--- config.mk ---
export PLATFORM = sky130hd
export DESIGN_NAME = clk_div_bank
export DESIGN_NICKNAME = d
export VERILOG_FILES = /design/src/rtl/clk_div_bank.sv
export SDC_FILE = /design/constraint.sdc
export NUM_CORES = 1
export LEC_CHECK = 0
export ABC_AREA = 1
export BUFFER_PORTS_ARGS = -buffer_cell sky130_fd_sc_hd__buf_4
export CAP_MARGIN = 0
export CORE_MARGIN = 2
export CORE_UTILIZATION = 34
export CTS_CLUSTER_SIZE = 10
export DETAILED_ROUTE_END_ITERATION = 16
export PLACE_DENSITY = 0.57
export SLEW_MARGIN = 30
export SYNTH_ARGS = -nofsm -noshare
export SYNTH_HDL_FRONTEND = slang
export SYNTH_SLANG_ARGS = --single-unit
--- constraint.sdc ---
create_clock -name clk -period 4.4 [get_ports clk]
set_clock_uncertainty 0.15 [all_clocks]
set_input_delay 0.88 -clock clk [delete_from_list [all_inputs] [get_ports clk]]
set_output_delay 0.88 -clock clk [all_outputs]
set_load 0.03 [all_outputs]
--- src/rtl/clk_div_bank.sv ---
`default_nettype none
// ============================================================================
// Module      : clk_div_bank
// Description : Bank of independent programmable clock dividers with glitch-
//               free divisor updates, a lock indicator and a downstream reset.
//               Each channel produces a registered square wave (clk_out) and
//               a one-cycle pulse on every clk_out rising edge (tick).
//               A new divisor is staged as "pending" and only becomes active
//               at a period boundary. No period is ever cut short.
// Ports       : clk        - single clock, rising edge
//               rst_n      - asynchronous active-low reset
//               div_wr     - divisor write strobe
//               div_ch     - channel index for div_wr (>= NUM_CH ignored)
//               div_val    - new divisor (0 and 1 behave as 2)
//               en         - per-channel run enable
//               clk_out    - per-channel divided clock (registered)
//               tick       - per-channel pulse on clk_out rising edge
//               locked     - all divisors settled
//               rst_out_n  - downstream reset, async assert / sync release
// Revision    : 1.0 - initial release
// ============================================================================
module clk_div_bank #(
  parameter int NUM_CH      = 2,
  parameter int CNT_W       = 8,
  parameter int DEFAULT_DIV = 2,
  parameter int LOCK_CYCLES = 16
) (
  input  logic              clk,
  input  logic              rst_n,
  input  logic              div_wr,
  input  logic [2:0]        div_ch,
  input  logic [CNT_W-1:0]  div_val,
  input  logic [NUM_CH-1:0] en,
  output logic [NUM_CH-1:0] clk_out,
  output logic [NUM_CH-1:0] tick,
  output logic              locked,
  output logic              rst_out_n
);

  localparam int              LCW       = (LOCK_CYCLES > 1) ? $clog2(LOCK_CYCLES) : 1;
  localparam logic [LCW-1:0]  LOCK_LAST = LCW'(LOCK_CYCLES - 1);
  localparam logic [CNT_W-1:0] DEF_DIV  = CNT_W'(DEFAULT_DIV);

  // Divisors below 2 cannot form a square wave; they run as 2.
  function automatic logic [CNT_W-1:0] eff_div(input logic [CNT_W-1:0] d);
    return (d < CNT_W'(2)) ? CNT_W'(2) : d;
  endfunction

  // ceil(d/2), one bit wider so the largest divisor cannot overflow.
  function automatic logic [CNT_W:0] half_up(input logic [CNT_W-1:0] d);
    return ({1'b0, d} + (CNT_W+1)'(1)) >> 1;
  endfunction

  // A write is accepted only when it targets an existing channel.
  logic wr_ok;
  assign wr_ok = div_wr && ({29'd0, div_ch} < NUM_CH);

  // A channel is settled when nothing is staged or it is not running.
  logic [NUM_CH-1:0] settled;

  // --------------------------------------------------------------------------
  // Divider channels
  // --------------------------------------------------------------------------
  for (genvar i = 0; i < NUM_CH; i++) begin : g_ch
    logic [CNT_W-1:0] cnt_q,  cnt_d;
    logic [CNT_W-1:0] act_q,  act_d;
    logic [CNT_W-1:0] pend_q, pend_d;
    logic             run_q,  run_d;
    logic             clk_q,  clk_d;
    logic             tick_q, tick_d;
    logic             wr_hit;
    logic             wrap;
    logic [CNT_W-1:0] act_eff;
    logic [CNT_W:0]   act_half;

    assign wr_hit   = wr_ok && (div_ch == 3'(i));
    assign act_eff  = eff_div(act_q);
    assign act_half = half_up(act_eff);
    assign wrap     = (cnt_q == act_eff - CNT_W'(1));

    always_comb begin
      pend_d = wr_hit ? div_val : pend_q;
      cnt_d  = cnt_q;
      act_d  = act_q;
      run_d  = en[i];
      clk_d  = 1'b0;
      if (!en[i]) begin
        cnt_d = '0;
      end else if (!run_q || wrap) begin
        // Period boundary (wrap or restart): the staged divisor takes over.
        // A write landing this same cycle is still only in pend_d, so it
        // waits for the next boundary. Count 0 is always in the high phase.
        cnt_d = '0;
        act_d = pend_q;
        clk_d = 1'b1;
      end else begin
        cnt_d = cnt_q + CNT_W'(1);
        clk_d = ({1'b0, cnt_d} < act_half);
      end
      tick_d = clk_d & ~clk_q;
    end

    always_ff @(posedge clk or negedge rst_n) begin
      if (!rst_n) begin
        cnt_q  <= '0;
        act_q  <= DEF_DIV;
        pend_q <= DEF_DIV;
        run_q  <= 1'b0;
        clk_q  <= 1'b0;
        tick_q <= 1'b0;
      end else begin
        cnt_q  <= cnt_d;
        act_q  <= act_d;
        pend_q <= pend_d;
        run_q  <= run_d;
        clk_q  <= clk_d;
        tick_q <= tick_d;
      end
    end

    assign settled[i] = (pend_q == act_q) || !en[i];
    assign clk_out[i] = clk_q;
    assign tick[i]    = tick_q;
  end

  // --------------------------------------------------------------------------
  // Lock state machine and downstream reset
  // --------------------------------------------------------------------------
  typedef enum logic [1:0] {
    RESET_WAIT = 2'd0,
    LOCKED     = 2'd1,
    RELOCK     = 2'd2
  } state_t;

  state_t         state_q, state_d;
  logic [LCW-1:0] lock_cnt_q, lock_cnt_d;
  logic           locked_q, locked_d;
  logic [1:0]     rst_sync_q, rst_sync_d;
  logic           all_settled;

  assign all_settled = &settled;

  always_comb begin
    state_d    = state_q;
    lock_cnt_d = lock_cnt_q;
    case (state_q)
      RESET_WAIT: begin
        if (lock_cnt_q == LOCK_LAST) begin
          state_d    = LOCKED;
          lock_cnt_d = '0;
        end else begin
          lock_cnt_d = lock_cnt_q + LCW'(1);
        end
      end
      LOCKED: begin
        if (wr_ok) begin
          state_d    = RELOCK;
          lock_cnt_d = '0;
        end
      end
      RELOCK: begin
        // The settle count only runs once every staged divisor is live;
        // any new accepted write starts the wait over.
        if (wr_ok || !all_settled) begin
          lock_cnt_d = '0;
        end else if (lock_cnt_q == LOCK_LAST) begin
          state_d    = LOCKED;
          lock_cnt_d = '0;
        end else begin
          lock_cnt_d = lock_cnt_q + LCW'(1);
        end
      end
      default: begin
        state_d    = RESET_WAIT;
        lock_cnt_d = '0;
      end
    endcase
    locked_d   = (state_d == LOCKED);
    // Once the initial wait has ended the chain input stays high; only
    // rst_n can pull it (and the state) back.
    rst_sync_d = {rst_sync_q[0], (state_q != RESET_WAIT)};
  end

  always_ff @(posedge clk or negedge rst_n) begin
    if (!rst_n) begin
      state_q    <= RESET_WAIT;
      lock_cnt_q <= '0;
      locked_q   <= 1'b0;
      rst_sync_q <= 2'b00;
    end else begin
      state_q    <= state_d;
      lock_cnt_q <= lock_cnt_d;
      locked_q   <= locked_d;
      rst_sync_q <= rst_sync_d;
    end
  end

  assign locked    = locked_q;
  assign rst_out_n = rst_sync_q[1];

endmodule
`default_nettype wire

== Word level (Yosys, flattened, before mapping) ==
Cells that the tools add are included.

* Output and inout bits: 6
* Register bits: 63
* Input port bits: 16

* Reductions and logical operators: 19
* Bitwise gates (word level): 4
* Add/sub/neg operators: 7
* Eq/ne operators: 10
* Multiplexer cells: 18
* Order comparisons: 5

{| class="wikitable"
|+ Operator list
! operator !! count
|-
| 8-bit two-way mux || 6
|-
| 8-bit equality test || 4
|-
| 8-bit by 1-bit adder with 9-bit output, second input constant || 2
|-
| 8-bit by 1-bit adder with 8-bit output, second input constant || 2
|-
| 8-bit by 2-bit less-than comparator with 1-bit output, second input constant || 2
|-
| 8-bit less-than comparator || 2
|-
| 8-bit by 1-bit subtractor with 8-bit output, second input constant || 2
|-
| 4-bit two-way mux || 3
|-
| 4-bit case mux with 3 select lines || 1
|-
| 2-bit two-way mux || 3
|-
| 2-bit case mux with 3 select lines || 1
|-
| 2-bit AND reduction || 3
|-
| 1-bit logical NOT || 5
|-
| 1-bit logical OR || 5
|-
| 4-bit by 1-bit adder with 4-bit output, second input constant || 1
|-
| 2-bit by 1-bit equality test with 1-bit output, second input constant || 2
|-
| 4-bit equality test, second input constant || 1
|-
| 1-bit two-way mux || 4
|-
| 3-bit by 1-bit equality test with 1-bit output, second input constant || 1
|-
| 1-bit logical AND || 3
|-
| 3-bit logical NOT || 1
|-
| 3-bit by 2-bit less-than comparator with 1-bit output, second input constant || 1
|-
| 1-bit bitwise AND || 2
|-
| 2-bit equality test, second input constant || 1
|-
| other kinds (4) || 5
|}

== Logic depth before layout (Yosys ltp) ==
Gate-level depths: netlist (run 1).

* Depth in word-level cells: 8
* Depth in mapped cells: 23

== Least setup slack after synthesis (run 1) ==
OpenSTA, ideal clock, no wires.

* Kind: flip-flop to flip-flop
* Start: reg g_ch[0].act_q[6]
* End: reg g_ch[0].tick_q
* Clock period less this slack: 2.496 ns
* Cell stages (with the launch flop): 20
* Slack: 1.904 ns
* Required time: 4.134 ns
* Arrival: 2.230 ns
* Cells stage by stage: dfrtp_1 > buf_6 > clkinv_2 > nand2_1 > nor2_4 > nand3_4 > inv_1 > nor2_1 > inv_1 > ha_1 > nand3_1 > nor2_1 > nand2_1 > xor2_1 > ha_1 > a21oi_1 > o211ai_1 > nand3_1 > nand2_1 > nor2_1

* Word-level cells in the longest chain between the ends: 8
* Elaborated cells on any way between the ends: 10
* Classes of those cells: add/sub: 2; order compare: 2; eq/ne: 1; mux: 3; bitwise: 1; reduce/logical: 1

{| class="wikitable"
|+ Ends and longest elaborated chain
! what !! line !! text
|-
| start: declaration || 66 || <nowiki>logic [CNT_W-1:0] act_q, act_d;</nowiki>
|-
| start signal: assignment || 113 || <nowiki>act_q <= act_d;</nowiki>
|-
| 8-bit by 2-bit less-than comparator with 1-bit output || 46 || <nowiki>return (d < CNT_W'(2)) ? CNT_W'(2) : d;</nowiki>
|-
| 8-bit two-way mux * || 46 ||
|-
| branches (longest 3 deep; another with 8-bit by 1-bit adder with 9-bit output) || n/a ||
|-
| 1-bit two-way mux * || 89 || <nowiki>end else if (!run_q || wrap) begin</nowiki>
|-
| 1-bit two-way mux * || 87 || <nowiki>if (!en[i]) begin</nowiki>
|-
| 1-bit bitwise AND * || 100 || <nowiki>tick_d = clk_d & ~clk_q;</nowiki>
|-
| net g_ch[0].tick_d || 70 || <nowiki>logic tick_q, tick_d;</nowiki>
|-
| end signal: assignment || 117 || <nowiki>tick_q <= tick_d;</nowiki>
|-
| end: declaration || 70 ||
|}

Mark *: on every way through the listed nets, which the timed path passes.
A chain may end at the register's enable or synchronous reset.

== Worst setup path after layout (run 1) ==
* Start: reg g_ch[1].act_q[3]
* End: reg g_ch[1].act_q[4]

* Word-level cells in the longest chain between the ends: 6

{| class="wikitable"
|+ Ends and longest elaborated chain
! what !! line !! text
|-
| start: declaration || 66 ||
|-
| start signal: assignment || 113 ||
|-
| 8-bit by 2-bit less-than comparator with 1-bit output || 46 ||
|-
| 8-bit two-way mux * || 46 ||
|-
| 8-bit by 1-bit subtractor with 8-bit output * || 79 || <nowiki>assign wrap = (cnt_q == act_eff - CNT_W'(1));</nowiki>
|-
| 8-bit equality test * || 79 ||
|-
| 1-bit logical OR * || 89 ||
|-
| 2-bit AND reduction (no source line) * || n/a ||
|}

Mark *: on every way between the ends. The rest lies on a longest branch, timed or not.

==> results of run 1 <==
==> per-stage QoR <==
step | cell area, um2 | instances
finish | 4746 | 724
global route | 4746 | 724
CTS | 4746 | 724
detailed placement | 4454 | 708
global placement | 4454 | 708
floorplan | 4263 | 541
==> cell usage in the layout (no fill, tap or decap), drive strengths merged, types with 13 or more instances in the layout <==
cell / Yosys / final
nand2: 143 / 143
inv: 64 / 64
dfrtp: 59 / 59
nand3: 56 / 56
nor2: 39 / 39
xor2: 28 / 28
o21ai: 24 / 24
ha: 21 / 21
buf: 19 / 21
nand4: 15 / 15
nor3: 13 / 13
==> registers in the layout, summed over array words and instances, names as in the netlist, 2 cells and up <==
signal / flops
g_ch.run_q: 2
g_ch.clk_q: 2
rst_sync_q: 2
g_ch.act_q: 16
g_ch.pend_q: 16
g_ch.tick_q: 2
g_ch.cnt_q: 16
state_q: 2
lock_cnt_q: 4
==> layout make-up <==
class | count | area, um2 | area share, %
Clock buffer | 12 | 246.5 | 5.194
Timing Repair Buffer | 21 | 157.7 | 3.322
Clock inverter | 4 | 45.04 | 0.9491
Sequential cell | 63 | 1582 | 33.32
Tap cell | 168 | 210.2 | 4.429
Inverter | 65 | 247.7 | 5.220
Multi-Input combinational cell | 391 | 2257 | 47.56
==> per-layer routing <==
metal	GRT usage [%]	vias up	wire, um
met3	3.243	10	285
met2	21.83	47	3851
met4	5.635	0	137
li1	-	1753	-
met5	0	-	0
met1	20.91	1581	4726
==> path summary, 6_finish.rpt <==
| check | startpoint | end | slack, ns | depth (start not counted) |
|---|---|---|---|---|
| worst max-delay path | g_ch[1].act_q[3]$_DFFE_PN0P_ | g_ch[1].act_q[4]$_DFFE_PN0P_ | 1.31 | 15 |
| min in group asynchronous | rst_n | g_ch[1].cnt_q[0]$_DFF_PN0_ | 0.48 | 1 |
| worst min register to register | rst_sync_q[0]$_DFF_PN0_ | rst_sync_q[1]$_DFF_PN0_ | 0.20 | 0 |
| worst min-delay path | rst_sync_q[0]$_DFF_PN0_ | rst_sync_q[1]$_DFF_PN0_ | 0.20 | 0 |
| worst max register to register | g_ch[1].act_q[3]$_DFFE_PN0P_ | g_ch[1].act_q[4]$_DFFE_PN0P_ | 1.31 | 15 |
| max in group asynchronous | rst_n | g_ch[0].tick_q$_DFF_PN0_ | 3.09 | 1 |
==> logic make-up after synthesis <==
logic type | Yosys count | synth area share (%)
compound gates | 41 | 5.518
xor+xnor | 40 | 8.218
fa+ha+maj | 21 | 6.164
buf+inv | 87 | 9.950
flops | 63 | 37.10
simple gates | 289 | 33.05
==> where the power goes <==
part / leakage [nW] / switching, mW / internal [mW] / total [mW]
registers: 0.810 / 0.147 / 0.690 / 0.837
logic: 1.42 / 0.458 / 0.310 / 0.767
clock network: 0.146 / 0.252 / 0.451 / 0.703
total: 2.38 / 0.856 / 1.45 / 2.31
==> results.sh, run 1 <==
export IMPL_worst_slack_ns=1.314
export IMPL_setup_worst_path_end_class="flip-flop"
export IMPL_hold_buffers=0
export IMPL_post_cts_buffers=0
export IMPL_slew_headroom_pct=47.37
export IMPL_root_buffer="clkbuf_16"
export IMPL_finalWeightedCongestion=0.8501
export IMPL_ys_ff_latch=63
export IMPL_status="complete, no violations"
export IMPL_route_detailed_drc=0
export IMPL_postLayoutCoreUtil_pct=39.18
export IMPL_cts_max_level=3
export IMPL_period_share_pct=70.13
export IMPL_core_area_mm2=0.01211
export IMPL_dp_hpwl_mm=6.829
export IMPL_crit_chain="nor2_4 > nand2_1 > o21ai_1 > ha_1 > inv_1 > nor2_2 > nand3_1 > nand2_1 > nand3_1 > nor2_2 > nand3_2 > o21ai_4 > nand2_2 > nand2_1 > nand2_1"
export IMPL_synth_most_common_cell="nand2_1"
export IMPL_hold_slack_ns=0.1972
export IMPL_portBuffers=21
export IMPL_synth_edf_count=0
export IMPL_required_ns=4.46
export IMPL_yosysSeqAreaShare_pct=37.10
export IMPL_hold_violations=0
export IMPL_cp_start_kind="flip-flop"
export IMPL_area_delta_synth_final_pct=11.33
export IMPL_cap_violations=0
export IMPL_critPathTopFamily="simple AND/OR/NAND/NOR gates"
export IMPL_hp_class="reg2reg"
export IMPL_clk_pin_slew_ns=0.05
export IMPL_slowest_delay_ns=0.55
export IMPL_synth_flop_cell="dfrtp_1"
export IMPL_ios=22
export IMPL_cts_made_buffers=9
export IMPL_synth_cell_type_count=39
export IMPL_critPathBufInv=1
export IMPL_setup_tns_ns=0
export IMPL_cts_sink_count=63
export IMPL_synth_largest_area_cell="dfrtp_1"
export IMPL_antenna_found_initial=0
export IMPL_synthArstFlopShare_pct=100.0
export IMPL_cp_slowest_cell="dfrtp_1"
export IMPL_clk_path_buf_depth=2
export IMPL_overflow=0
export IMPL_period_minus_slack_ns=3.086
export IMPL_ir_drop_v=0.0002020
export IMPL_die_w_um=116.0
export IMPL_yosys_warnings=0
export IMPL_worst_pin_slew_ns=0.7894
export IMPL_p_leak_nw=2.378
export IMPL_wl_per_cell_um=12.43
export IMPL_grt_start_max_net_pins=64
export IMPL_syn_nets=578
export IMPL_power_density_mw_per_mm2=486.1
export IMPL_drive_gt1_share_pct=16.01
export IMPL_start_util_pct=35.20
export IMPL_num_antenna_cells=0
export IMPL_syn_cell_area_mm2=0.004263
export IMPL_grt_usage_pct=14.70
export IMPL_grt_pass1_vias=3278
export IMPL_slew_viol_final=0
export IMPL_total_power_mw=2.307
export IMPL_worstSkewPairLatency_ns=0.33
export IMPL_grt_pass1_wl_mm=15.64
export IMPL_synth_top_area_share_pct=34.63
export IMPL_vias_per_cell=4.684
export IMPL_nets=588
export IMPL_crit_path_frequent_cell="nand2_1"
export IMPL_ant_nets=0
export IMPL_synthTopCellsByArea="dfrtp_1 (35%), nand2_1 (12%), nand3_1 (6.2%)"
export IMPL_row_count=40
export IMPL_n_fill_cell=1282
export IMPL_cts_tree="built"
export IMPL_synthCells=541
export IMPL_dp_slack_ns=1.337
export IMPL_syn_mean_instance_area_um2=7.880
export IMPL_drtIter0Drc=191
export IMPL_setup_viol=0
export IMPL_wirelength_mm=9.002
export IMPL_fmax_mhz=324.1
export IMPL_drtPass1Iterations=5
export IMPL_rsz0062_at_grt="false"
export IMPL_cp_arrival_ns=3.15
export IMPL_num_vias=3391
export IMPL_cp_max_fo=17
export IMPL_cts_resized=0
export IMPL_die_area_mm2=0.01345
export IMPL_path_class="reg2reg"
export IMPL_synthTopCellsByCount="nand2_1 (135), dfrtp_1 (59), inv_1 (53), nand3_1 (53), nor2_1 (31)"
export IMPL_die_y_um=116.0
No activity file was read; power rests on OpenSTA's default activity.
==> inputs of run 2 (changes only) <==
- PLACE_DENSITY: 0.57 -> 0.59
- clock period: 4.4 -> 2.7 ns (I/O delays scaled with it)
==> run 2 against run 1 <==
Effect of this change:
- maximum frequency up 21%
- total power up 72%
- first-iteration DRC count down 28%
- sequential share of layout area down 2.2 points
- routed wire length up 5.9%
- register-to-register slack worse by 1.2 ns
- critical path type unchanged
- critical endpoint is now g_ch[1].tick_q$_DFF_PN0_
- largest power group is now combinational logic
==> results.sh, run 2 (synthesis gave the netlist of run 1 again) <==
export IMPL_status="complete, no violations"
export IMPL_top_regs="g_ch.act_q: 16 flops, g_ch.cnt_q: 16 flops, g_ch.pend_q: 16 flops"
export IMPL_die_y_um=116.0
export IMPL_final_cell_mix="nand2_1 (131), dfrtp_1 (58), nand3_1 (50), inv_1 (49), buf_4 (44)"
export IMPL_total_power_mw=3.959
export IMPL_slowest_delay_ns=0.39
export IMPL_cts_max_level=3
export IMPL_cts_sink_count=63
export IMPL_power_density_mw_per_mm2=778.1
export IMPL_worstSkewPairLatency_ns=0.33
export IMPL_area_delta_synth_final_pct=19.37
export IMPL_worst_pin_slew_ns=0.8171
export IMPL_timing_rr_start="g_ch[1].act_q[6]$_DFFE_PN0P_"
export IMPL_swShare_pct=37.79
export IMPL_cp_start_kind="flip-flop"
export IMPL_route_detailed_drc=0
export IMPL_vias_per_cell=4.707
export IMPL_ios=22
export IMPL_wirelength_mm=9.529
export IMPL_cap_violations=0
export IMPL_num_vias=3530
export IMPL_p_clk_share_pct=27.3
export IMPL_hp_class="in2async"
export IMPL_clk_path_buf_depth=2
export IMPL_grt_pass1_wl_mm=16.35
export IMPL_period_share_pct=94.49
export IMPL_grt_busiest_layer="met2"
export IMPL_dp_slack_ns=-0.03316
export IMPL_period_minus_slack_ns=2.551
export IMPL_setup_tns_ns=0
export IMPL_core_area_mm2=0.01211
export IMPL_fmax_mhz=392.0
export IMPL_pwr_share_comb_pct=40.3
export IMPL_nets=614
export IMPL_met1_usage_pct=21.13
export IMPL_antenna_found_initial=0
export IMPL_p_switching_mw=1.496
export IMPL_setup_worst_path_end_class="flip-flop"
export IMPL_row_count=40
export IMPL_cp_slowest_cell="dfrtp_1"
export IMPL_setup_viol=0
export IMPL_drtPass1Iterations=4
export IMPL_portBuffers=21
export IMPL_drtIter0Drc=137
export IMPL_drive_gt1_share_pct=23.37
export IMPL_n_fill_cell=1249
export IMPL_wl_per_cell_um=12.71
export IMPL_overflow=0
export IMPL_power_frac_seq_pct=32.4
export IMPL_cp_max_fo=3
export IMPL_hold_slack_ns=0.1536
export IMPL_slew_viol_final=0
export IMPL_crit_chain="nor2_2 > nand2_4 > o21ai_4 > ha_4 > nand3_2 > xor2_1 > ha_1 > nand2_1 > o21ai_2 > nand4_1 > o211ai_1 > nand3_1 > nand2_2 > nor2_1"
export IMPL_reg2reg_depth=14
export IMPL_grt_pass1_vias=3470
export IMPL_layout_commonest_cell="nand2_1"
export IMPL_finalWeightedCongestion=0.8335
export IMPL_cts_made_buffers=9
export IMPL_root_buffer="clkbuf_16"
export IMPL_die_w_um=116.0
export IMPL_place_area_mm2=0.004579
export IMPL_ant_nets=0
export IMPL_die_area_mm2=0.01345
export IMPL_required_ns=2.77
export IMPL_grt_usage_pct=15.35
export IMPL_cp_arrival_ns=2.62
export IMPL_num_antenna_cells=0
export IMPL_dp_hpwl_mm=6.890
export IMPL_ir_drop_v=0.0004469
export IMPL_worst_slack_ns=0.1487
export IMPL_clk_pin_slew_ns=0.05
export IMPL_gr_usage_met2_pct=23.78
export IMPL_path_class="reg2reg"
export IMPL_p_int_mw=2.463
export IMPL_startpoint="g_ch[1].act_q[6]$_DFFE_PN0P_"
export IMPL_start_util_pct=35.20
export IMPL_grt_start_max_net_pins=64
export IMPL_hold_violations=0
export IMPL_slew_headroom_pct=45.52
export IMPL_cts_tree="built"
export IMPL_grt_use_met3_pct=3.190
export IMPL_final_cell_area_mm2=0.005089
export IMPL_p_leak_nw=2.518
-- run 2: critical path: cells and delay by family, from the launching register on --
kind / cells / cell delay, ns
AND/OR/NAND/NOR: 8 / 0.77
adder cells (fa/ha/maj): 2 / 0.49
XOR/XNOR: 1 / 0.16
flip-flops: 1 / 0.39
AO/OA/AOI/OAI: 3 / 0.48
-- run 2: timing repair --
item | 4_1_cts | 5_1_grt
endpoints found under the setup margin | 3 | 31
gates resized for setup | 2 | 37
hold buffers | 0 | 0
gates cloned | 0 | 0
pin swaps | 0 | 18
setup buffers | 1 | 10
-- run 2: power by group through the flow --
stage / Combinational (mW) / Clock (mW) / Sequential, mW
4_1_cts: 1.41 / 1.11 / 1.29
3_5_place_dp: 1.40 / 0 / 1.30
2_1_floorplan: 1.12 / 0 / 1.27
6_report: 1.59 / 1.08 / 1.28
3_3_place_gp: 1.37 / 0 / 1.30
5_1_grt: 1.82 / 1.16 / 1.31
-- run 2: cell type report --
type                    count  area (um2)  area share (%)
clock buffers              15       267.8           5.262
multi-input cells         391        2402           47.21
clock inverters             1       5.005         0.09835
repair buffers             47       372.9           7.327
well taps                 168       210.2           4.131
inverters                  65       247.7           4.868
flip-flops and latches     63        1583           31.10
-- run 2: worst paths after layout --
check,slack (ns),to
setup / recovery,0.15,g_ch[1].tick_q$_DFF_PN0_
hold / removal,0.15,g_ch[1].pend_q[3]$_DFFE_PN0P_
setup reg to reg,0.15,g_ch[1].tick_q$_DFF_PN0_
hold reg to reg,0.20,rst_sync_q[1]$_DFF_PN0_
max in group asynchronous,1.67,g_ch[1].act_q[3]$_DFFE_PN0P_
min in group clk,0.20,rst_sync_q[1]$_DFF_PN0_
-- run 2: stage by stage --
| stage | std cells | util, % |
|---|---|---|
| final | 750 | 42.01 |
| after global routing | 750 | 42.01 |
| after CTS | 740 | 40.16 |
| after detailed placement | 723 | 37.81 |
| after global placement | 723 | 37.81 |
| after floorplan | 541 | - |
-- run 2: metal layers --
metal	vias up	routed length, um
met3	12	407
met1	1658	4621
met4	0	164
li1	1803	-
met2	57	4336
met5	-	0
